## config.mk

```make
export PLATFORM = sky130hd
export DESIGN_NAME = park_entry_controller_flat
export DESIGN_NICKNAME = d
export VERILOG_FILES = /design/src/rtl/park_pkg.sv /design/src/rtl/park_entry_controller_if.sv /design/src/rtl/btn_debounce.sv /design/src/rtl/park_entry_controller.sv /design/src/flat_wrapper.sv
export SDC_FILE = /design/constraint.sdc
export NUM_CORES = 1
export LEC_CHECK = 0
export BUFFER_PORTS_ARGS = -buffer_cell sky130_fd_sc_hd__buf_4
export CAP_MARGIN = 20
export CORE_MARGIN = 5
export CORE_UTILIZATION = 40
export DETAILED_ROUTE_END_ITERATION = 10
export GPL_ROUTABILITY_DRIVEN = 0
export GPL_TIMING_DRIVEN = 1
export PLACE_DENSITY = 0.53
export SLEW_MARGIN = 0
export SYNTH_ARGS = -nofsm -noshare
export SYNTH_HDL_FRONTEND = slang
export SYNTH_SLANG_ARGS = --single-unit
```

## constraint.sdc

```tcl
create_clock -name clk -period 3.88 [get_ports clk]
set_input_delay 0.388 -clock clk [delete_from_list [all_inputs] [get_ports clk]]
set_output_delay 0.388 -clock clk [all_outputs]
set_load 0.05 [all_outputs]
```

## src/rtl/park_pkg.sv

```systemverilog
// Shared constants for the park entry controller: park IDs, FSM encoding,
// field widths and button lane indices.
package park_pkg;
  localparam int CNT_W   = 3;
  localparam int PRICE_W = 2;

  localparam logic [CNT_W-1:0] PARK_NONE = 3'd0;
  localparam logic [CNT_W-1:0] PARK_A    = 3'd1;
  localparam logic [CNT_W-1:0] PARK_B    = 3'd2;

  typedef enum logic [1:0] {IDLE, SEL, GATE} state_t;

  localparam int NUM_BTN    = 5;
  localparam int BTN_A      = 0;
  localparam int BTN_B      = 1;
  localparam int BTN_ENTER  = 2;
  localparam int BTN_EXIT_A = 3;
  localparam int BTN_EXIT_B = 4;
endpackage

```

## src/rtl/park_entry_controller_if.sv

```systemverilog
// Button inputs and pre-entry display fields between controller and display.
interface park_entry_if;
  import park_pkg::*;
  logic btn_a, btn_b, btn_enter, btn_exit_a, btn_exit_b;
  logic [CNT_W-1:0]   current, total_a, total_b, left_a, left_b;
  logic [PRICE_W-1:0] price_start_a, price_start_b, price_add_a, price_add_b;
  logic               gate_open, full_err;

  modport master (
    input  btn_a, btn_b, btn_enter, btn_exit_a, btn_exit_b,
    output current, total_a, total_b, left_a, left_b,
           price_start_a, price_start_b, price_add_a, price_add_b,
           gate_open, full_err
  );
  modport slave (
    output btn_a, btn_b, btn_enter, btn_exit_a, btn_exit_b,
    input  current, total_a, total_b, left_a, left_b,
           price_start_a, price_start_b, price_add_a, price_add_b,
           gate_open, full_err
  );
endinterface

```

## src/rtl/btn_debounce.sv

```systemverilog
// Two-flop synchronizer, stable-level debouncer and registered rising-edge pulse.
module btn_debounce #(
  parameter int DEBOUNCE_CYCLES = 2_000_000
) (
  input  logic clk,
  input  logic rst,
  input  logic btn,
  output logic press
);
  localparam int CW = (DEBOUNCE_CYCLES > 1) ? $clog2(DEBOUNCE_CYCLES) : 1;

  logic [1:0]    sync;
  logic          level, level_q;
  logic [CW-1:0] cnt;

  // Reset assumes "pressed" so a button held through reset never yields a pulse;
  // an idle button just debounces down to 0 silently.
  always_ff @(posedge clk) begin
    if (rst) begin
      sync    <= 2'b11;
      level   <= 1'b1;
      level_q <= 1'b1;
      cnt     <= '0;
      press   <= 1'b0;
    end else begin
      sync <= {sync[0], btn};
      if (sync[1] != level) begin
        if (cnt == CW'(DEBOUNCE_CYCLES - 1)) begin
          level <= sync[1];
          cnt   <= '0;
        end else begin
          cnt <= cnt + 1'b1;
        end
      end else begin
        cnt <= '0;
      end
      level_q <= level;
      press   <= level & ~level_q;
    end
  end
endmodule

```

## src/rtl/park_entry_controller.sv

```systemverilog
// Park selection / entry FSM, gate timer and per-park free-space counters
// feeding the pre-entry display.
module park_entry_controller
  import park_pkg::*;
#(
  parameter int TOTAL_A         = 5,
  parameter int TOTAL_B         = 7,
  parameter int PRICE_START_A   = 2,
  parameter int PRICE_START_B   = 3,
  parameter int PRICE_ADD_A     = 1,
  parameter int PRICE_ADD_B     = 2,
  parameter int DEBOUNCE_CYCLES = 2_000_000,
  parameter int GATE_CYCLES     = 300_000_000
) (
  input  logic         clk,
  input  logic         rst,
  park_entry_if.master bus
);
  localparam int GW = (GATE_CYCLES > 1) ? $clog2(GATE_CYCLES) : 1;

  logic [NUM_BTN-1:0] raw, press;
  assign raw = {bus.btn_exit_b, bus.btn_exit_a, bus.btn_enter, bus.btn_b, bus.btn_a};

  btn_debounce #(.DEBOUNCE_CYCLES(DEBOUNCE_CYCLES)) u_db [NUM_BTN-1:0] (
    .clk   (clk),
    .rst   (rst),
    .btn   (raw),
    .press (press)
  );

  state_t           state;
  logic [CNT_W-1:0] current, left_a, left_b, sel_left;
  logic [GW-1:0]    gate_cnt;
  logic             gate_open, full_err;
  logic             reselect, try_enter, accept, dec_a, dec_b, inc_a, inc_b;

  always_comb begin
    sel_left  = (current == PARK_A) ? left_a : left_b;
    reselect  = press[BTN_A] | press[BTN_B];
    try_enter = (state == SEL) && press[BTN_ENTER] && !reselect;
    accept    = try_enter && (sel_left != '0);
    dec_a     = accept && (current == PARK_A);
    dec_b     = accept && (current == PARK_B);
    inc_a     = press[BTN_EXIT_A] && (left_a < CNT_W'(TOTAL_A));
    inc_b     = press[BTN_EXIT_B] && (left_b < CNT_W'(TOTAL_B));
  end

  always_ff @(posedge clk) begin
    if (rst) begin
      state     <= IDLE;
      current   <= PARK_NONE;
      gate_open <= 1'b0;
      full_err  <= 1'b0;
      gate_cnt  <= '0;
    end else begin
      full_err <= 1'b0;
      case (state)
        IDLE: begin
          if (press[BTN_A]) begin
            current <= PARK_A;
            state   <= SEL;
          end else if (press[BTN_B]) begin
            current <= PARK_B;
            state   <= SEL;
          end
        end
        SEL: begin
          if (press[BTN_A])      current <= PARK_A;
          else if (press[BTN_B]) current <= PARK_B;
          else if (accept) begin
            gate_open <= 1'b1;
            gate_cnt  <= '0;
            state     <= GATE;
          end else if (try_enter) begin
            full_err <= 1'b1;
          end
        end
        GATE: begin
          if (gate_cnt == GW'(GATE_CYCLES - 1)) begin
            gate_open <= 1'b0;
            current   <= PARK_NONE;
            state     <= IDLE;
          end else begin
            gate_cnt <= gate_cnt + 1'b1;
          end
        end
        default: state <= IDLE;
      endcase
    end
  end

  // A car leaving the same park it is being admitted to nets to no change.
  always_ff @(posedge clk) begin
    if (rst) begin
      left_a <= CNT_W'(TOTAL_A);
      left_b <= CNT_W'(TOTAL_B);
    end else begin
      if (dec_a && press[BTN_EXIT_A]) left_a <= left_a;
      else if (dec_a)                 left_a <= left_a - 1'b1;
      else if (inc_a)                 left_a <= left_a + 1'b1;
      if (dec_b && press[BTN_EXIT_B]) left_b <= left_b;
      else if (dec_b)                 left_b <= left_b - 1'b1;
      else if (inc_b)                 left_b <= left_b + 1'b1;
    end
  end

  assign bus.current       = current;
  assign bus.left_a        = left_a;
  assign bus.left_b        = left_b;
  assign bus.gate_open     = gate_open;
  assign bus.full_err      = full_err;
  assign bus.total_a       = CNT_W'(TOTAL_A);
  assign bus.total_b       = CNT_W'(TOTAL_B);
  assign bus.price_start_a = PRICE_W'(PRICE_START_A);
  assign bus.price_start_b = PRICE_W'(PRICE_START_B);
  assign bus.price_add_a   = PRICE_W'(PRICE_ADD_A);
  assign bus.price_add_b   = PRICE_W'(PRICE_ADD_B);
endmodule

```

## src/flat_wrapper.sv

```systemverilog
// flat-port wrapper written by rule: the top's interface ports become plain ports
module park_entry_controller_flat import park_pkg::*;
#(
  parameter int TOTAL_A         = 5,
  parameter int TOTAL_B         = 7,
  parameter int PRICE_START_A   = 2,
  parameter int PRICE_START_B   = 3,
  parameter int PRICE_ADD_A     = 1,
  parameter int PRICE_ADD_B     = 2,
  parameter int DEBOUNCE_CYCLES = 2_000_000,
  parameter int GATE_CYCLES     = 300_000_000
)
  (clk, rst, bus_btn_a, bus_btn_b, bus_btn_enter, bus_btn_exit_a, bus_btn_exit_b, bus_current, bus_total_a, bus_total_b, bus_left_a, bus_left_b, bus_price_start_a, bus_price_start_b, bus_price_add_a, bus_price_add_b, bus_gate_open, bus_full_err);
  park_entry_if bus_i ();
  input  logic clk;
  input  logic rst;
  input wire logic [$bits(bus_i.btn_a)-1:0] bus_btn_a;
  input wire logic [$bits(bus_i.btn_b)-1:0] bus_btn_b;
  input wire logic [$bits(bus_i.btn_enter)-1:0] bus_btn_enter;
  input wire logic [$bits(bus_i.btn_exit_a)-1:0] bus_btn_exit_a;
  input wire logic [$bits(bus_i.btn_exit_b)-1:0] bus_btn_exit_b;
  output wire logic [$bits(bus_i.current)-1:0] bus_current;
  output wire logic [$bits(bus_i.total_a)-1:0] bus_total_a;
  output wire logic [$bits(bus_i.total_b)-1:0] bus_total_b;
  output wire logic [$bits(bus_i.left_a)-1:0] bus_left_a;
  output wire logic [$bits(bus_i.left_b)-1:0] bus_left_b;
  output wire logic [$bits(bus_i.price_start_a)-1:0] bus_price_start_a;
  output wire logic [$bits(bus_i.price_start_b)-1:0] bus_price_start_b;
  output wire logic [$bits(bus_i.price_add_a)-1:0] bus_price_add_a;
  output wire logic [$bits(bus_i.price_add_b)-1:0] bus_price_add_b;
  output wire logic [$bits(bus_i.gate_open)-1:0] bus_gate_open;
  output wire logic [$bits(bus_i.full_err)-1:0] bus_full_err;
  assign bus_i.btn_a = bus_btn_a;
  assign bus_i.btn_b = bus_btn_b;
  assign bus_i.btn_enter = bus_btn_enter;
  assign bus_i.btn_exit_a = bus_btn_exit_a;
  assign bus_i.btn_exit_b = bus_btn_exit_b;
  assign bus_current = bus_i.current;
  assign bus_total_a = bus_i.total_a;
  assign bus_total_b = bus_i.total_b;
  assign bus_left_a = bus_i.left_a;
  assign bus_left_b = bus_i.left_b;
  assign bus_price_start_a = bus_i.price_start_a;
  assign bus_price_start_b = bus_i.price_start_b;
  assign bus_price_add_a = bus_i.price_add_a;
  assign bus_price_add_b = bus_i.price_add_b;
  assign bus_gate_open = bus_i.gate_open;
  assign bus_full_err = bus_i.full_err;
  park_entry_controller #(.TOTAL_A(TOTAL_A), .TOTAL_B(TOTAL_B), .PRICE_START_A(PRICE_START_A), .PRICE_START_B(PRICE_START_B), .PRICE_ADD_A(PRICE_ADD_A), .PRICE_ADD_B(PRICE_ADD_B), .DEBOUNCE_CYCLES(DEBOUNCE_CYCLES), .GATE_CYCLES(GATE_CYCLES)) u_core (.clk(clk), .rst(rst), .bus(bus_i));
endmodule
```

==> results.cfg <==
[global_route]
grt_usage_pct = 13.6
grt_pass1_wl_um = 24900
grt-ovfl-total = 0
antenna_found_initial = 0
grt_max_degree = 48
grt_pass1_vias = 5326

[final_layout]
final_common_cell = dfxtp_1
drive_above_1_share_pct = 7.16
final_cell_mix = dfxtp_1 (171), nor2_1 (134), xor2_1 (61)
fillers = 1882
finalNetCount = 898
area.growth.synth_to_final_pct = 9.71
multi_input_area_um2 = 3980
final_util_pct = 44.7
n_antenna_cell = 0
register_area_um2 = 3420

[timing]
tightest_slew_ns = 0.879
relSlewSlack_pct = 40.9
hold_violations = 0
max_freq_mhz = 363
finalSetupViolCount = 0
period_share_pct = 71.0
rsz0062_at_grt = no
skew_ns = 0.0104
final.setup.tns_ns = 0
finalMaxSlewViolations = 0
min_period_ns = 2.76

[yosys]
synth-warning-count = 0
ys_ff_latch = 171
synthFlopType = dfxtp_1
synth_xor_area_share_pct = 12.0
synthArstFlopShare_pct = 0
synthMuxAreaShare_pct = 0.262
synthAdderAreaFrac_pct = 1.31
synth.largest_area_cell = dfxtp_1
ys_types = 60
syn_avg_cell_area_um2 = 8.73
synth_compound_area_share_pct = 7.70
synth.top_cell.area_share_pct = 44.7
yosys.area_share.simple_pct = 30.0
netlist_area_um2 = 7650
synth_area_leaders = dfxtp_1 (45%), xor2_1 (7.0%), nor2_1 (6.6%)
synth_edf_count = 0
synth_cells = 876
synth_seq_area_share_pct = 44.7
synth_top_family_by_area = simple AND/OR/NAND/NOR gates

[power_and_ir_drop]
clkPwrFrac_pct = 44.5
p_int_uw = 2580
p_per_area_nw_per_um2 = 393
vdd_drop_max_mv = 0.285
p_leak_uw = 0.00272
pwr-share-seq_pct = 53.5
sw_frac_of_total_pct = 22.0
combPwrFrac_pct = 2.0
p_sw_uw = 725

[clocking]
clock_path_buffers = 2
htreeDepth = 4
post_cts_resized = 0
cts_root_buf = clkbuf_16
clk_latency_ns = 0.42
clkSinkCount = 171
cts_tree = built
hold_buffers = 0
numCtsBuffers = 17
clk_pin_slew_ns = 0.06
cts_setup_buffers = 0

[worst_setup_path]
cp_num_buf_inv = 1
arrival_ns = 3.07
cpLargestDelayFamily = simple AND/OR/NAND/NOR gates
slowest_delay_ns = 0.60
cp_cell_sequence = or4b_4 > or4_4 > xnor2_1 > ha_1 > inv_1 > a2111oi_0 > a22oi_1 > o22ai_1 > a21oi_1
critPathMaxFanout = 10
crit_slowest_cell = or4_4
critPathKind = reg2reg
start_kind = flip-flop
crit_path_end_kind = flip-flop
timing.critical_path.required_ns = 4.19

[detailed_routing]
final_antenna_net_count = 0
firstDrtPassIters = 4
drtIter0Drc = 247
drc = 0
wl_per_cell_um = 12.8
route.vias.total = 5802
via_per_inst = 5.14
wl_um = 14400

[status]
run_status = complete, no violations

[floorplan]
die_area_um2 = 22000
die_y_um = 148
coreArea_um2 = 18800
start_util_pct = 40.8
ioPinCount = 32
fp.dieW_um = 148
rows = 50

[flow_run]
max-cap-violations = 0

[worst_hold_path]
min_path_type = in2reg

[placement]
place.port_buffers = 16
dpl.hpwl_um = 9850
==> cell type report <==
cell class              count  area share (%)
clock buffers              21            5.25
clock inverters             9           0.626
inverters                  16           0.715
multi-input cells         658            47.4
flip-flops and latches    171            40.8
well taps                 234            3.49
repair buffers             19            1.70
==> stage by stage <==
step	power (uW)	instances	hold slack (ns)	cell area [um2]	setup slack [ns]
after floorplan	1870	889	0.372	7700	1.21
after global placement	1870	1098	0.378	7900	1.18
after detailed placement	1870	1098	0.378	7900	1.13
after CTS	3360	1128	0.121	8390	1.13
after global routing	3440	1128	0.132	8390	0.913
final	3300	1128	0.147	8390	1.12
==> per-layer routing <==
layer | global-route usage [%] | share of wire (%) | up-vias
li1 | - | - | 3072
met1 | 19.0 | 52 | 2650
met2 | 20.2 | 43 | 69
met3 | 3.90 | 4.1 | 11
met4 | 4.57 | 1.3 | 0
met5 | 0 | 0 | -
==> worst paths after layout <==
kind                                startpoint                           endpoint  slack, ns  cells after the start
min                             bus_btn_exit_b  u_core.u_db[4].sync[0]$_SDFF_PP1_       0.15                      2
max               u_core.state[1]$_SDFFE_PP0P_  u_core.bus.left_b[2]$_SDFFE_PP1P_       1.12                      9
min reg2reg  u_core.u_db[1].level_q$_SDFF_PP1_    u_core.u_db[1].press$_SDFF_PP0_       0.39                      1
max reg2reg       u_core.state[1]$_SDFFE_PP0P_  u_core.bus.left_b[2]$_SDFFE_PP1P_       1.12                      9
==> power groups by stage <==
stage / sequential (uW) / combinational (uW) / clock (uW)
floorplan: 1800 / 69.8 / 0
global placement: 1800 / 68.7 / 0
detailed placement: 1800 / 68.4 / 0
CTS: 1760 / 68.5 / 1530
global route: 1760 / 73.6 / 1610
finish: 1770 / 67.6 / 1470
==> synth_stat cells (18+ instances only) <==
master,count
clkbuf_1,23
a21oi_1,25
dfxtp_1,171
o21ai_0,18
and3_1,22
nor3_1,19
nand3_1,52
xor2_1,61
xnor2_1,44
nor2_1,134
nand2_1,56
nand4_1,36
==> cell families after synthesis <==
group,Yosys count
AO/OA/AOI/OAI,90
XOR/XNOR,105
adder cells (fa/ha/maj),8
buffers and inverters,60
flip-flops,171
multiplexers,2
other,2
AND/OR/NAND/NOR,438
==> state kept, by name (all words and copies together) (netlist names) <==
register / flops
u_core.bus.current: 2
u_core.bus.full_err: 1
u_core.bus.gate_open: 1
u_core.bus.left_a: 3
u_core.bus.left_b: 3
u_core.gate_cnt: 29
u_core.state: 2
u_core.u_db.cnt: 105
u_core.u_db.level: 5
u_core.u_db.level_q: 5
u_core.u_db.press: 5
u_core.u_db.sync: 10
Power figures use the tool's default switching activity.
